<file path="src/rtl/core_inst_pkg.sv">
// rtl/core_inst_pkg.sv - instruction word bit map, idle word, field struct and sequencer states
package core_inst_pkg;
  localparam int INST_W        = 34;
  localparam int FIELD_ADDR_W  = 11;

  localparam int ACC_BIT       = 33;
  localparam int CEN_PMEM_BIT  = 32;
  localparam int WEN_PMEM_BIT  = 31;
  localparam int PMEM_ADDR_LSB = 20;
  localparam int CEN_XMEM_BIT  = 19;
  localparam int WEN_XMEM_BIT  = 18;
  localparam int XMEM_ADDR_LSB = 7;
  localparam int OFIFO_RD_BIT  = 6;
  localparam int IFIFO_WR_BIT  = 5;
  localparam int IFIFO_RD_BIT  = 4;
  localparam int L0_RD_BIT     = 3;
  localparam int L0_WR_BIT     = 2;
  localparam int EXECUTE_BIT   = 1;
  localparam int LOAD_BIT      = 0;

  // Both SRAMs disabled and write-protected, nothing else active.
  localparam logic [INST_W-1:0] IDLE_WORD = 34'h1_800C_0000;

  typedef enum logic [3:0] {
    ST_IDLE, ST_WLD, ST_WPE, ST_ALD, ST_EXE, ST_DRN, ST_NEXT, ST_ACC, ST_DONE
  } state_t;

  typedef struct packed {
    logic                    acc;
    logic                    cen_pmem;
    logic                    wen_pmem;
    logic [FIELD_ADDR_W-1:0] pmem_addr;
    logic                    cen_xmem;
    logic                    wen_xmem;
    logic [FIELD_ADDR_W-1:0] xmem_addr;
    logic                    ofifo_rd;
    logic                    ififo_wr;
    logic                    ififo_rd;
    logic                    l0_rd;
    logic                    l0_wr;
    logic                    execute;
    logic                    load;
  } inst_fields_t;

  function automatic inst_fields_t idle_fields();
    inst_fields_t f;
    f          = '0;
    f.cen_pmem = 1'b1;
    f.wen_pmem = 1'b1;
    f.cen_xmem = 1'b1;
    f.wen_xmem = 1'b1;
    return f;
  endfunction
endpackage

</file>
<file path="src/rtl/core_inst_gen_if.sv">
// rtl/core_inst_gen_if.sv - sequencer control, status and instruction bus; stall_cnt under INST_GEN_PERF_EN
interface core_inst_gen_if #(
  parameter int cnt_w  = 8,
  parameter int addr_w = 11
);
  logic                              start;
  logic [cnt_w-1:0]                  n_kij;
  logic [cnt_w-1:0]                  n_act;
  logic [addr_w-1:0]                 w_base;
  logic [addr_w-1:0]                 a_base;
  logic [addr_w-1:0]                 o_base;
  logic                              ofifo_valid;
  logic [core_inst_pkg::INST_W-1:0]  inst;
  logic                              busy;
  logic                              done;
`ifdef INST_GEN_PERF_EN
  logic [31:0]                       stall_cnt;
`endif

  modport master (
    output start, n_kij, n_act, w_base, a_base, o_base, ofifo_valid,
    input  inst, busy, done
`ifdef INST_GEN_PERF_EN
    , input stall_cnt
`endif
  );

  modport slave (
    input  start, n_kij, n_act, w_base, a_base, o_base, ofifo_valid,
    output inst, busy, done
`ifdef INST_GEN_PERF_EN
    , output stall_cnt
`endif
  );
endinterface

</file>
<file path="src/rtl/core_inst_gen_field_pack.sv">
// rtl/core_inst_gen_field_pack.sv - packs instruction field values into the 34-bit core word
module inst_field_pack
  import core_inst_pkg::*;
(
  input  inst_fields_t      fields,
  output logic [INST_W-1:0] word
);
  always_comb begin
    word                                    = '0;
    word[ACC_BIT]                           = fields.acc;
    word[CEN_PMEM_BIT]                      = fields.cen_pmem;
    word[WEN_PMEM_BIT]                      = fields.wen_pmem;
    word[PMEM_ADDR_LSB +: FIELD_ADDR_W]     = fields.pmem_addr;
    word[CEN_XMEM_BIT]                      = fields.cen_xmem;
    word[WEN_XMEM_BIT]                      = fields.wen_xmem;
    word[XMEM_ADDR_LSB +: FIELD_ADDR_W]     = fields.xmem_addr;
    word[OFIFO_RD_BIT]                      = fields.ofifo_rd;
    word[IFIFO_WR_BIT]                      = fields.ififo_wr;
    word[IFIFO_RD_BIT]                      = fields.ififo_rd;
    word[L0_RD_BIT]                         = fields.l0_rd;
    word[L0_WR_BIT]                         = fields.l0_wr;
    word[EXECUTE_BIT]                       = fields.execute;
    word[LOAD_BIT]                          = fields.load;
  end
endmodule

</file>
<file path="src/rtl/core_inst_gen.sv">
// rtl/core_inst_gen.sv - convolution-pass instruction sequencer; INST_GEN_PERF_EN adds the stall_cnt counter
module core_inst_gen
  import core_inst_pkg::*;
#(
  parameter int row    = 8,
  parameter int col    = 8,
  parameter int addr_w = 11,
  parameter int cnt_w  = 8
) (
  input  logic            clk,
  input  logic            reset,
  core_inst_gen_if.slave  bus
);
  localparam int CW = cnt_w + 1;

  state_t             state;
  inst_fields_t       fld;
  logic               busy_q, done_q;
  logic [CW-1:0]      cnt;
  logic [cnt_w-1:0]   k, kk, n_kij_q, n_act_q;
  logic [addr_w-1:0]  w_ptr, p_ptr, acc_addr, a_base_q, o_base_q;

  // Weights and psums are laid out contiguously, so running pointers replace k*row / k*n_act.
  always_ff @(posedge clk or negedge reset) begin
    if (!reset) begin
      state    <= ST_IDLE;
      fld      <= idle_fields();
      busy_q   <= 1'b0;
      done_q   <= 1'b0;
      cnt      <= '0;
      k        <= '0;
      kk       <= '0;
      n_kij_q  <= '0;
      n_act_q  <= '0;
      w_ptr    <= '0;
      p_ptr    <= '0;
      acc_addr <= '0;
      a_base_q <= '0;
      o_base_q <= '0;
    end else begin
      fld    <= idle_fields();
      done_q <= 1'b0;
      case (state)
        ST_IDLE: if (bus.start) begin
          n_kij_q  <= bus.n_kij;
          n_act_q  <= bus.n_act;
          w_ptr    <= bus.w_base;
          a_base_q <= bus.a_base;
          o_base_q <= bus.o_base;
          p_ptr    <= '0;
          k        <= '0;
          cnt      <= '0;
          busy_q   <= 1'b1;
          state    <= ST_WLD;
        end
        ST_WLD: if (cnt < CW'(row)) begin
          fld.cen_xmem  <= 1'b0;
          fld.xmem_addr <= FIELD_ADDR_W'(w_ptr);
          fld.l0_wr     <= (cnt != '0);
          w_ptr         <= w_ptr + addr_w'(1);
          cnt           <= cnt + CW'(1);
        end else begin
          fld.l0_wr <= 1'b1;
          cnt       <= '0;
          state     <= ST_WPE;
        end
        ST_WPE: begin
          fld.l0_rd <= 1'b1;
          fld.load  <= 1'b1;
          if (cnt == CW'(row + col - 1)) begin
            cnt   <= '0;
            state <= ST_ALD;
          end else begin
            cnt <= cnt + CW'(1);
          end
        end
        ST_ALD: if (cnt < {1'b0, n_act_q}) begin
          fld.cen_xmem  <= 1'b0;
          fld.xmem_addr <= FIELD_ADDR_W'(a_base_q + addr_w'(cnt));
          fld.l0_wr     <= (cnt != '0);
          cnt           <= cnt + CW'(1);
        end else begin
          fld.l0_wr <= 1'b1;
          cnt       <= '0;
          state     <= ST_EXE;
        end
        ST_EXE: begin
          fld.l0_rd   <= 1'b1;
          fld.execute <= 1'b1;
          if (cnt + CW'(1) == {1'b0, n_act_q}) begin
            cnt   <= '0;
            state <= ST_DRN;
          end else begin
            cnt <= cnt + CW'(1);
          end
        end
        ST_DRN: if (bus.ofifo_valid) begin
          fld.ofifo_rd  <= 1'b1;
          fld.cen_pmem  <= 1'b0;
          fld.wen_pmem  <= 1'b0;
          fld.pmem_addr <= FIELD_ADDR_W'(p_ptr);
          p_ptr         <= p_ptr + addr_w'(1);
          if (cnt + CW'(1) == {1'b0, n_act_q}) begin
            cnt   <= '0;
            state <= ST_NEXT;
          end else begin
            cnt <= cnt + CW'(1);
          end
        end
        ST_NEXT: if ({1'b0, k} + CW'(1) < {1'b0, n_kij_q}) begin
          k     <= k + cnt_w'(1);
          state <= ST_WLD;
        end else begin
          cnt      <= '0;
          kk       <= '0;
          acc_addr <= '0;
          state    <= ST_ACC;
        end
        // cnt is the output index, kk the kij being summed into it.
        ST_ACC: if (kk < n_kij_q) begin
          fld.acc       <= 1'b1;
          fld.cen_pmem  <= 1'b0;
          fld.pmem_addr <= FIELD_ADDR_W'(acc_addr);
          acc_addr      <= acc_addr + addr_w'(n_act_q);
          kk            <= kk + cnt_w'(1);
        end else begin
          fld.acc       <= 1'b1;
          fld.cen_pmem  <= 1'b0;
          fld.wen_pmem  <= 1'b0;
          fld.pmem_addr <= FIELD_ADDR_W'(o_base_q + addr_w'(cnt));
          kk            <= '0;
          acc_addr      <= addr_w'(cnt) + addr_w'(1);
          if (cnt + CW'(1) == {1'b0, n_act_q}) begin
            done_q <= 1'b1;
            state  <= ST_DONE;
          end else begin
            cnt <= cnt + CW'(1);
          end
        end
        ST_DONE: begin
          busy_q <= 1'b0;
          state  <= ST_IDLE;
        end
        default: state <= ST_IDLE;
      endcase
    end
  end

  inst_field_pack u_pack (
    .fields (fld),
    .word   (bus.inst)
  );

  assign bus.busy = busy_q;
  assign bus.done = done_q;

`ifdef INST_GEN_PERF_EN
  logic [31:0] stall_cnt;

  always_ff @(posedge clk or negedge reset) begin
    if (!reset) begin
      stall_cnt <= '0;
    end else if (state == ST_IDLE && bus.start) begin
      stall_cnt <= '0;
    end else if (state == ST_DRN && !bus.ofifo_valid && stall_cnt != '1) begin
      stall_cnt <= stall_cnt + 32'd1;
    end
  end

  assign bus.stall_cnt = stall_cnt;
`endif
endmodule

</file>
<file path="src/flat_wrapper.sv">
// flat-port wrapper written by rule: the top's interface ports become plain ports
module core_inst_gen_flat import core_inst_pkg::*;
#(
  parameter int row    = 8,
  parameter int col    = 8,
  parameter int addr_w = 11,
  parameter int cnt_w  = 8
)
  (clk, reset, bus_start, bus_n_kij, bus_n_act, bus_w_base, bus_a_base, bus_o_base, bus_ofifo_valid, bus_inst, bus_busy, bus_done);
  core_inst_gen_if #(.cnt_w(cnt_w), .addr_w(addr_w)) bus_i ();
  input  logic clk;
  input  logic reset;
  input wire logic [$bits(bus_i.start)-1:0] bus_start;
  input wire logic [$bits(bus_i.n_kij)-1:0] bus_n_kij;
  input wire logic [$bits(bus_i.n_act)-1:0] bus_n_act;
  input wire logic [$bits(bus_i.w_base)-1:0] bus_w_base;
  input wire logic [$bits(bus_i.a_base)-1:0] bus_a_base;
  input wire logic [$bits(bus_i.o_base)-1:0] bus_o_base;
  input wire logic [$bits(bus_i.ofifo_valid)-1:0] bus_ofifo_valid;
  output wire logic [$bits(bus_i.inst)-1:0] bus_inst;
  output wire logic [$bits(bus_i.busy)-1:0] bus_busy;
  output wire logic [$bits(bus_i.done)-1:0] bus_done;
  assign bus_i.start = bus_start;
  assign bus_i.n_kij = bus_n_kij;
  assign bus_i.n_act = bus_n_act;
  assign bus_i.w_base = bus_w_base;
  assign bus_i.a_base = bus_a_base;
  assign bus_i.o_base = bus_o_base;
  assign bus_i.ofifo_valid = bus_ofifo_valid;
  assign bus_inst = bus_i.inst;
  assign bus_busy = bus_i.busy;
  assign bus_done = bus_i.done;
  core_inst_gen #(.row(row), .col(col), .addr_w(addr_w), .cnt_w(cnt_w)) u_core (.clk(clk), .reset(reset), .bus(bus_i));
endmodule
</file>
<file path="config.mk">
export PLATFORM = sky130hd
export DESIGN_NAME = core_inst_gen_flat
export DESIGN_NICKNAME = d
export VERILOG_FILES = /design/src/rtl/core_inst_pkg.sv /design/src/rtl/core_inst_gen_if.sv /design/src/rtl/core_inst_gen_field_pack.sv /design/src/rtl/core_inst_gen.sv /design/src/flat_wrapper.sv
export SDC_FILE = /design/constraint.sdc
export NUM_CORES = 1
export LEC_CHECK = 0
export ABC_AREA = 1
export ABC_CLOCK_PERIOD_IN_PS = 3200
export CORE_MARGIN = 8
export CORE_UTILIZATION = 57
export DETAILED_ROUTE_END_ITERATION = 16
export HOLD_SLACK_MARGIN = 0.02
export MAX_ROUTING_LAYER = met4
export PLACE_DENSITY = 0.8
export SLEW_MARGIN = 25
export SYNTH_ARGS = -nofsm -noshare
export SYNTH_HDL_FRONTEND = slang
export SYNTH_SLANG_ARGS = --single-unit
</file>
<file path="constraint.sdc">
create_clock -name clk -period 3.2 [get_ports clk]
set_input_delay 0.8 -clock clk [delete_from_list [all_inputs] [get_ports clk]]
set_output_delay 0.8 -clock clk [all_outputs]
set_load 0.02 [all_outputs]
</file>
==> results.sh, run 1 <==
export IMPL_crit_start="u_core.k[0]$_DFFE_PN0P_"
export IMPL_status="completed"
export IMPL_start_kind="register"
export IMPL_worst_slew_pin_slew_ns=0.5712
export IMPL_fin_total_pwr_mw=8.211
export IMPL_ant_nets=0
export IMPL_fin_crit_ns=2.796
export IMPL_min_path_type="input pin to async pin"
export IMPL_placed_area_sq_um=9195
export IMPL_hold_viol_final=0
export IMPL_r2r_end="u_core.k[0]$_DFFE_PN0P_"
export IMPL_initial_utilization=0.5861
export IMPL_pin_count=89
export IMPL_drv_slew=0
export IMPL_clock_sinks=133
export IMPL_async_reset_ff_frac=1.000
export IMPL_drv_cap=0
export IMPL_root_buffer="clkbuf_16"
export IMPL_routed_via_density=5.583
export IMPL_insertion_delay_ns=0.42
export IMPL_grt_usage=0.2446
export IMPL_die_w_microns=135.7
export IMPL_cts_buffers=17
export IMPL_p_seq_frac=0.325
export IMPL_core_region_area_sq_um=13930
export IMPL_r2r_start="u_core.k[0]$_DFFE_PN0P_"
export IMPL_rows=43
export IMPL_post_dp_hpwl_mm=15.61
export IMPL_setup_viol=0
export IMPL_grt_pass1_vias=7207
export IMPL_ys_ff_latch=133
export IMPL_drt_initial_drc_count=610
export IMPL_relSlewSlack=0.6157
export IMPL_postSynthCellCount=1050
export IMPL_worst_slack_ns=0.4038
export IMPL_dieArea_sq_um=18410
export IMPL_cts_hold_buf=0
export IMPL_pwr_share_clk=0.228
export IMPL_die_h_microns=135.7
export IMPL_vias=7409
export IMPL_p_switching_mw=3.438
export IMPL_utilization=0.6998
export IMPL_dpl_cell_count=1298
export IMPL_ys_flop_type="dfrtp_1"
export IMPL_area_growth_pct=19.41
export IMPL_final_common_cell="nand2_1"
export IMPL_p_leak_nw=4.760
export IMPL_wl_mm=21.04
export IMPL_crit_arrival_ns=3.11
export IMPL_fin_cells=1327
export IMPL_ys_seq_area_frac=0.4080
export IMPL_synth_area_per_cell_sq_um=7.778
export IMPL_post_place_ws_ns=0.4503
export IMPL_clk_pin_slew_worst_paths_ns=0.06
export IMPL_peakVddDrop_mv=0.4151
export IMPL_swShare=0.4187
export IMPL_grt_pass1_wl_mm=35.02
export IMPL_p_int_mw=4.773
export IMPL_cp_max_fo=11
export IMPL_clockBufferDepth=2
export IMPL_antenna_found_initial=0
export IMPL_reg2reg_slack_ns=0.40
export IMPL_max_freq_ghz=0.3576
export IMPL_drt_pass1_iter_count=5
export IMPL_drc=0
export IMPL_nNetsFinal=1247
export IMPL_cts_tree="done"
export IMPL_drive_gt1_frac=0.06800
export IMPL_power_density_nw_per_um2=842.0
export IMPL_endpoint_kind="register"
export IMPL_design_area_sq_um=9752
export IMPL_crit_required_ns=3.51
export IMPL_finalSetupTns_ns=0
export IMPL_syn_area_sq_um=8167
export IMPL_synth_edf_count=0
export IMPL_holdWs_ns=0.3011
export IMPL_post_cts_repair_setup_buffers=0
export IMPL_overflow=0
export IMPL_finClkSkew_ns=0.007229
export IMPL_antenna_diode_count=0
export IMPL_mostFrequentLayoutCells="289 x nand2_1, 130 x dfrtp_1, 101 x inv_1"
export IMPL_port_buffers=85
export IMPL_gp_congestion=0.9468
export IMPL_routedWlPerCell_microns=15.85
export IMPL_post_route_period_util=0.8738
export IMPL_ys_warn_count=0
export IMPL_h_tree_depth=4
export IMPL_synth_distinct_cells=50
export IMPL_crit_type="register to register"
export IMPL_rsz0062_at_grt="false"
export IMPL_grt_max_degree=50
export IMPL_post_cts_resized=0
export IMPL_pwr_share_comb=0.446
export IMPL_ff2ff_path_depth=16
## registers in the layout (all words and copies together), names as in the netlist
| signal | count |
|---|---|
| u_core.state | 4 |
| u_core.acc_addr | 11 |
| u_core.n_act_q | 8 |
| u_core.bus.done | 1 |
| u_core.n_kij_q | 8 |
| u_core.p_ptr | 11 |
| u_core.cnt | 9 |
| u_core.a_base_q | 11 |
| u_core.kk | 8 |
| u_core.bus.busy | 1 |
| u_core.k | 8 |
| u_core.w_ptr | 11 |
| u_core.o_base_q | 11 |
| u_core.fld | 31 |
## critical path, stage by stage, from the launching register on
cell and delay [ns]:
dfrtp_1 0.41, ha_1 0.20, nand2_1 0.07, nor2_1 0.19, xnor2_1 0.19, inv_1 0.08, ha_1 0.30, a21o_1 0.18
nor2_1 0.10, nor2_1 0.05, nor2_1 0.13, nand2_1 0.08, nand2_2 0.06, nand2_1 0.20, inv_1 0.21, o21ai_0 0.11
o21a_1 0.11
## cell usage after synthesis (5+ instances only)
library cell / count / area [sq um]
a21o_1: 5 / 37.54
a21oi_1: 48 / 240.2
a2bb2oi_1: 6 / 52.55
buf_1: 8 / 30.03
buf_4: 6 / 45.04
clkbuf_1: 10 / 37.54
dfrtp_1: 130 / 3253
ha_1: 54 / 675.7
inv_1: 101 / 379.1
inv_2: 8 / 30.03
nand2_1: 289 / 1085
nand3_1: 81 / 405.4
nand4_1: 15 / 93.84
nor2_1: 66 / 247.7
nor2_2: 9 / 56.30
nor3_1: 8 / 40.04
o211ai_1: 9 / 67.56
o21ai_0: 82 / 410.4
o21ai_1: 9 / 45.04
o22ai_1: 15 / 93.84
xnor2_1: 11 / 96.34
xor2_1: 23 / 201.4
## routing by layer
metal	track usage	vias to the layer above	routed length [microns]
li1	-	3662	-
met1	0.3050	3465	9166
met2	0.3890	250	10150
met3	0.04636	32	1314
met4	0.08822	0	401
met5	-	-	0
## how the worst max path moves through the flow
| stage | to | slack [ns] | cells after the start |
|---|---|---|---|
| after floorplan | u_core.k[4]$_DFFE_PN0P_ | 0.87 | 15 |
| after global placement | u_core.k[0]$_DFFE_PN0P_ | 0.55 | 16 |
| after detailed placement | u_core.k[0]$_DFFE_PN0P_ | 0.45 | 16 |
| after CTS | u_core.k[0]$_DFFE_PN0P_ | 0.40 | 16 |
| after global routing | u_core.k[0]$_DFFE_PN0P_ | 0.09 | 16 |
| final | u_core.k[0]$_DFFE_PN0P_ | 0.40 | 16 |
## final cells by class
| type | count | area, sq um |
|---|---|---|
| Clock buffer | 24 | 481.7 |
| Multi-Input combinational cell | 778 | 4274 |
| Tap cell | 180 | 225.2 |
| Sequential cell | 133 | 3332 |
| Inverter | 111 | 416.7 |
| Clock inverter | 5 | 75.07 |
| Timing Repair Buffer | 96 | 947.2 |
| Fill cell | 1146 | 4183 |
## power groups by stage
stage / sequential [mW] / clock, mW / combinational, mW
global route: 2.73 / 1.98 / 4.14
floorplan: 2.62 / 0 / 2.64
CTS: 2.66 / 1.90 / 3.66
finish: 2.67 / 1.87 / 3.67
detailed placement: 2.68 / 0 / 3.61
global placement: 2.66 / 0 / 3.54
## cell families (layout without fill, tap and decap cells)
kind of cell / count (synthesis) / after routing / synth area share
adder cells (fa/ha/maj): 57 / 57 / 0.09009
buffers and inverters: 140 / 236 / 0.06910
other: 2 / 3 / 0.0009196
XOR/XNOR: 34 / 34 / 0.03646
flip-flops: 133 / 133 / 0.4080
AO/OA/AOI/OAI: 192 / 192 / 0.1325
AND/OR/NAND/NOR: 492 / 492 / 0.2629
Note: power is estimated with default switching activity, not from simulation.
==> run 2: changes to the inputs <==
CORE_UTILIZATION = 58   (was 57)
PLACE_DENSITY = 0.81   (was 0.8)
RECOVER_POWER = 50   (was unset)
SYNTH_HIERARCHICAL = 1   (was unset)
==> results.sh, run 2 <==
export IMPL_status="completed"
export IMPL_yosysMostFrequentCell="nand2_1"
export IMPL_wl_mm=21.56
export IMPL_die_h_microns=136.8
export IMPL_hold_viol_final=0
export IMPL_cp_num_buf_inv=1
export IMPL_grt_max_degree=53
export IMPL_rows=44
export IMPL_fin_crit_ns=2.823
export IMPL_post_cts_resized=0
export IMPL_synthTopCellsByArea="dfrtp_1 38%, nand2_1 13%, ha_1 8.0%"
export IMPL_utilization=0.6811
export IMPL_antenna_found_initial=0
export IMPL_mostFrequentLayoutCells="298 x nand2_1, 130 x dfrtp_1, 111 x inv_1"
export IMPL_synth_area_per_cell_sq_um=7.784
export IMPL_clk_pin_slew_worst_paths_ns=0.06
export IMPL_start_kind="register"
export IMPL_clockBufferDepth=2
export IMPL_routed_via_density=5.589
export IMPL_max_freq_ghz=0.3542
export IMPL_pwr_share_comb=0.435
export IMPL_root_buffer="clkbuf_16"
export IMPL_reg2reg_slack_ns=0.38
export IMPL_async_reset_ff_frac=1.000
export IMPL_worst_slew_pin_slew_ns=1.243
export IMPL_holdWs_ns=0.4821
export IMPL_initial_utilization=0.5872
export IMPL_nNetsFinal=1255
export IMPL_h_tree_depth=4
export IMPL_crit_slowest_cell="dfrtp_1"
export IMPL_area_growth_pct=16.00
export IMPL_synth_distinct_cells=47
export IMPL_crit_required_ns=3.48
export IMPL_grt_pass1_vias=7256
export IMPL_largest_reg_flops=31
export IMPL_ys_seq_area_frac=0.3934
export IMPL_gp_congestion=0.9370
export IMPL_placed_area_sq_um=9255
export IMPL_ys_warn_count=6
export IMPL_final_common_cell="nand2_1"
export IMPL_peakVddDrop_mv=0.4911
export IMPL_synth_edf_count=0
export IMPL_cp_cell_sequence="ha_1, nand2_1, nor2_1, inv_1, nor2_1, xor2_1, ha_1, a21oi_1, o211ai_1, nor2_1, nand2_1, nand2_4, o21ai_4, nand2_1, o21ai_2"
export IMPL_ant_nets=0
export IMPL_overflow=0
export IMPL_pwr_share_clk=0.244
export IMPL_drv_cap=0
export IMPL_yosys_top_cells_count="297 x nand2_1, 130 x dfrtp_1, 108 x inv_1, 86 x o21ai_0, 61 x nand3_1"
export IMPL_post_cts_repair_setup_buffers=0
export IMPL_drt_initial_drc_count=690
export IMPL_routedWlPerCell_microns=16.06
export IMPL_insertion_delay_ns=0.41
export IMPL_top_register="u_core/fld"
export IMPL_synth_top_area_cell="dfrtp_1"
export IMPL_syn_area_sq_um=8469
export IMPL_yosys_area_top_type_share=0.3841
export IMPL_swShare=0.4165
export IMPL_min_path_type="register to register"
export IMPL_p_seq_frac=0.321
export IMPL_port_buffers=85
export IMPL_core_region_area_sq_um=14420
export IMPL_grt_usage=0.2470
export IMPL_setup_viol=0
export IMPL_p_switching_mw=3.414
export IMPL_ys_ff_latch=133
export IMPL_power_density_nw_per_um2=834.4
export IMPL_drv_slew=0
export IMPL_clock_sinks=133
export IMPL_antenna_diode_count=0
export IMPL_drive_gt1_frac=0.07254
export IMPL_finClkSkew_ns=0.005926
export IMPL_design_area_sq_um=9824
export IMPL_cts_hold_buf=0
export IMPL_cp_max_fo=16
export IMPL_fillers=1185
export IMPL_dieArea_sq_um=18730
export IMPL_p_int_mw=4.784
export IMPL_crit_arrival_ns=3.11
export IMPL_rsz0062_at_grt="false"
export IMPL_grt_pass1_wl_mm=35.49
export IMPL_cts_buffers=17
export IMPL_p_leak_nw=4.754
export IMPL_cpPeakStageDelay_ns=0.43
export IMPL_post_route_period_util=0.8823
export IMPL_finalSetupTns_ns=0
export IMPL_vias=7501
export IMPL_die_w_microns=136.8
export IMPL_post_dp_hpwl_mm=16.19
export IMPL_endpoint_kind="register"
export IMPL_postSynthCellCount=1088
export IMPL_drt_pass1_iter_count=6
export IMPL_cpLargestDelayFamily="simple AND/OR/NAND/NOR gates"
export IMPL_drc=0
export IMPL_crit_type="register to register"
export IMPL_relSlewSlack=0.1715
export IMPL_cts_tree="done"
export IMPL_ys_flop_type="dfrtp_1"
export IMPL_pin_count=89
[run 2: power groups by stage]
stage	combinational, mW	clock (mW)	sequential (mW)
after CTS	3.55	2.03	2.62
final	3.56	2.00	2.63
after global placement	3.42	0	2.63
after global routing	4.00	2.11	2.68
after detailed placement	3.53	0	2.64
after floorplan	2.75	0	2.47
[run 2: per-stage QoR]
step	setup slack (ns)	power, mW	instances
floorplan	0.8425	5.227	1089
global placement	0.4548	6.048	1310
detailed placement	0.2609	6.167	1310
CTS	0.2247	8.200	1342
global route	0.04413	8.800	1342
finish	0.3767	8.198	1342
[run 2: cell families (layout without fill, tap and decap cells)]
logic type      Yosys count  count (layout)  synth area share
simple gates            471             471            0.2396
xor+xnor                 31              31           0.03206
compound gates          214             214            0.1454
flops                   133             133            0.3934
other cells               2               3         0.0008867
buf+inv                 180             249            0.1018
fa+ha+maj                57              57           0.08687
[run 2: tightest hold or removal path, cell delays in order, from the launching register on]
cell	delay (ns)
dfrtp_1	0.35
nand2_1	0.05
nand2_1	0.05
[run 2: cell type report]
class	instances	area (sq um)	share of cell area
repair buffers	99	933.4	0.09501
well taps	184	230.2	0.02343
flip-flops and latches	133	3332	0.3391
clock buffers	24	491.7	0.05005
multi-input cells	776	4272	0.4348
clock inverters	8	122.6	0.01248
inverters	118	442.9	0.04508
[run 2: path summary, 6_finish.rpt]
path,cells after the start,start,to
min,2,u_core/a_base_q[2]$_DFFE_PN0P_,u_core/a_base_q[2]$_DFFE_PN0P_
max in group asynchronous,2,reset,u_core/p_ptr[2]$_DFFE_PN0P_
min reg2reg,2,u_core/a_base_q[2]$_DFFE_PN0P_,u_core/a_base_q[2]$_DFFE_PN0P_
max reg2reg,15,u_core/k[0]$_DFFE_PN0P_,u_core/k[6]$_DFFE_PN0P_
min in group asynchronous,1,reset,u_core/fld[11]$_DFF_PN0_
max,15,u_core/k[0]$_DFFE_PN0P_,u_core/k[6]$_DFFE_PN0P_
[run 2: layer usage]
layer  wire [microns]  vias to the layer above  global-route usage
met1             9283                     3512              0.3193
met2            10240                      305              0.3871
met4              308                        0             0.07363
li1                 -                     3659                   -
met5                0                        -                   -
met3             1725                       25             0.04809
==> run 3: changes to the inputs <==
CORE_MARGIN = unset   (was 8)
CORE_UTILIZATION = 59   (was 58)
CTS_BUF_LIST = sky130_fd_sc_hd__clkbuf_4   (was unset)
PLACE_DENSITY = 0.83   (was 0.81)
==> results.sh, run 3 (synthesis results as in run 2) <==
export IMPL_utilization=0.6805
export IMPL_post_route_period_util=0.9166
export IMPL_post_cts_resized=0
export IMPL_rsz0062_at_grt="false"
export IMPL_drt_pass1_iter_count=8
export IMPL_largest_reg_flops=31
export IMPL_core_region_area_sq_um=13930
export IMPL_peakVddDrop_mv=0.3295
export IMPL_overflow=0
export IMPL_clock_sinks=133
export IMPL_die_h_microns=121.8
export IMPL_start_kind="register"
export IMPL_post_place_ws_ns=0.2900
export IMPL_worst_slack_ns=0.2668
export IMPL_dieArea_sq_um=14840
export IMPL_worst_slew_pin_slew_ns=1.853
export IMPL_vias=7585
export IMPL_crit_arrival_ns=3.36
export IMPL_multi_input_comb_area_sq_um=4259
export IMPL_crit_required_ns=3.63
export IMPL_area_growth_pct=11.97
export IMPL_antenna_found_initial=0
export IMPL_post_cts_repair_setup_buffers=0
export IMPL_clockBufferDepth=2
export IMPL_drc=0
export IMPL_drv_slew=134
export IMPL_cts_hold_buf=0
export IMPL_ant_nets=0
export IMPL_endpoint_kind="register"
export IMPL_h_tree_depth=4
export IMPL_top_layer="met4"
export IMPL_grt_pass1_wl_mm=33.85
export IMPL_clk_pin_slew_worst_paths_ns=0.12
export IMPL_initial_utilization=0.6078
export IMPL_wl_met2_mm=9.717
export IMPL_dr_wl_met3_mm=1.642
export IMPL_regArea_sq_um=3332
export IMPL_relSlewSlack=-0.2354
export IMPL_cts_buffers=17
export IMPL_grt_usage=0.3056
export IMPL_crit_type="register to register"
export IMPL_insertion_delay_ns=0.57
export IMPL_fin_total_pwr_mw=7.461
export IMPL_fillers=1147
export IMPL_root_buffer="clkbuf_4"
export IMPL_routed_via_density=5.690
export IMPL_top_register="u_core/fld"
export IMPL_crit_start="u_core/k[0]$_DFFE_PN0P_"
export IMPL_port_buffers=85
export IMPL_met1_length_mm=9.108
export IMPL_wl_mm=20.84
export IMPL_finalSetupTns_ns=0
export IMPL_gp_congestion=0.9681
export IMPL_drive_gt1_frac=0.07292
export IMPL_r2r_start="u_core/k[0]$_DFFE_PN0P_"
export IMPL_post_dp_hpwl_mm=15.25
export IMPL_die_w_microns=121.8
export IMPL_cts_tree="done"
export IMPL_final_common_cell="nand2_1"
export IMPL_mostFrequentLayoutCells="298 x nand2_1, 130 x dfrtp_1, 109 x inv_1"
export IMPL_fin_crit_ns=2.933
export IMPL_rows=43
export IMPL_violations="max-capacitance violations, max-slew violations"
export IMPL_drv_cap=1
export IMPL_finClkSkew_ns=0.02291
export IMPL_pin_count=89
export IMPL_min_from="u_core/p_ptr[5]$_DFFE_PN0P_"
export IMPL_grt_max_degree=134
export IMPL_setup_viol=0
export IMPL_nNetsFinal=1249
export IMPL_drt_initial_drc_count=749
export IMPL_routedWlPerCell_microns=15.64
export IMPL_power_density_nw_per_um2=786.8
export IMPL_hold_viol_final=0
export IMPL_grt_pass1_vias=6947
export IMPL_status="complete, but fails checks"
export IMPL_p_leak_nw=4.591
export IMPL_max_freq_ghz=0.3409
export IMPL_cp_max_fo=16
export IMPL_min_path_type="register to register"
run 3: changes by cell type in the layout (fill, tap and decap cells not counted), sizes merged:
cell      before  now
clkbuf        30   22
clkinv         2    8
buf            9    5
bufinv         3    4
clkinvlp       3    2
diode          0    1
run 3: path summary, 6_finish.rpt:
path                                                to  slack (ns)  cells past startpoint
setup / recovery               u_core/k[4]$_DFFE_PN0P_        0.27                     15
hold / removal             u_core/p_ptr[5]$_DFFE_PN0P_        0.48                      1
setup reg to reg               u_core/k[4]$_DFFE_PN0P_        0.27                     15
hold reg to reg            u_core/p_ptr[5]$_DFFE_PN0P_        0.48                      1
max in group asynchronous    u_core/cnt[7]$_DFFE_PN0P_        1.17                      2
min in group asynchronous      u_core/fld[8]$_DFF_PN0_        0.74                      2
run 3: layer usage:
metal  vias to the layer above  global-route usage
li1                       3649                   -
met1                      3551              0.4145
met2                       348              0.4605
met3                        37             0.06180
met4                         0             0.09414
met5                         -                   -
run 3: through the flow:
stage	instance area [sq um]	std cells	hold slack [ns]
global route	9480	1332	0.5141
detailed placement	9205	1300	0.4703
CTS	9525	1332	0.3536
floorplan	8473	1089	0.4392
finish	9483	1333	0.4833
global placement	9205	1300	0.4609
run 3: cell type report:
cell class	count	area share
Antenna cell	1	0.0002639
Clock buffer	18	0.01425
Clock inverter	14	0.01953
Inverter	118	0.04671
Multi-Input combinational cell	776	0.4491
Sequential cell	133	0.3514
Tap cell	180	0.02375
Timing Repair Buffer	93	0.09500
run 3: worst max-delay path: stages, from the launching register on:
cell and delay, ns:
dfrtp_1 0.44, ha_1 0.21, nand2_1 0.08, nor2_1 0.17, inv_1 0.07, nor2_1 0.12
xor2_1 0.20, ha_1 0.28, a21oi_1 0.15, o211ai_1 0.09, nor2_1 0.14, nand2_1 0.08
nand2_2 0.25, o21ai_2 0.30, nand2_1 0.17, o21ai_2 0.06
run 3: power breakdown:
group          total [mW]  internal [mW]  switching [mW]  leakage, nW
sequential           2.64           2.18           0.461         1.73
combinational        3.55           1.28            2.27         2.69
clock                1.27          0.623           0.645        0.169
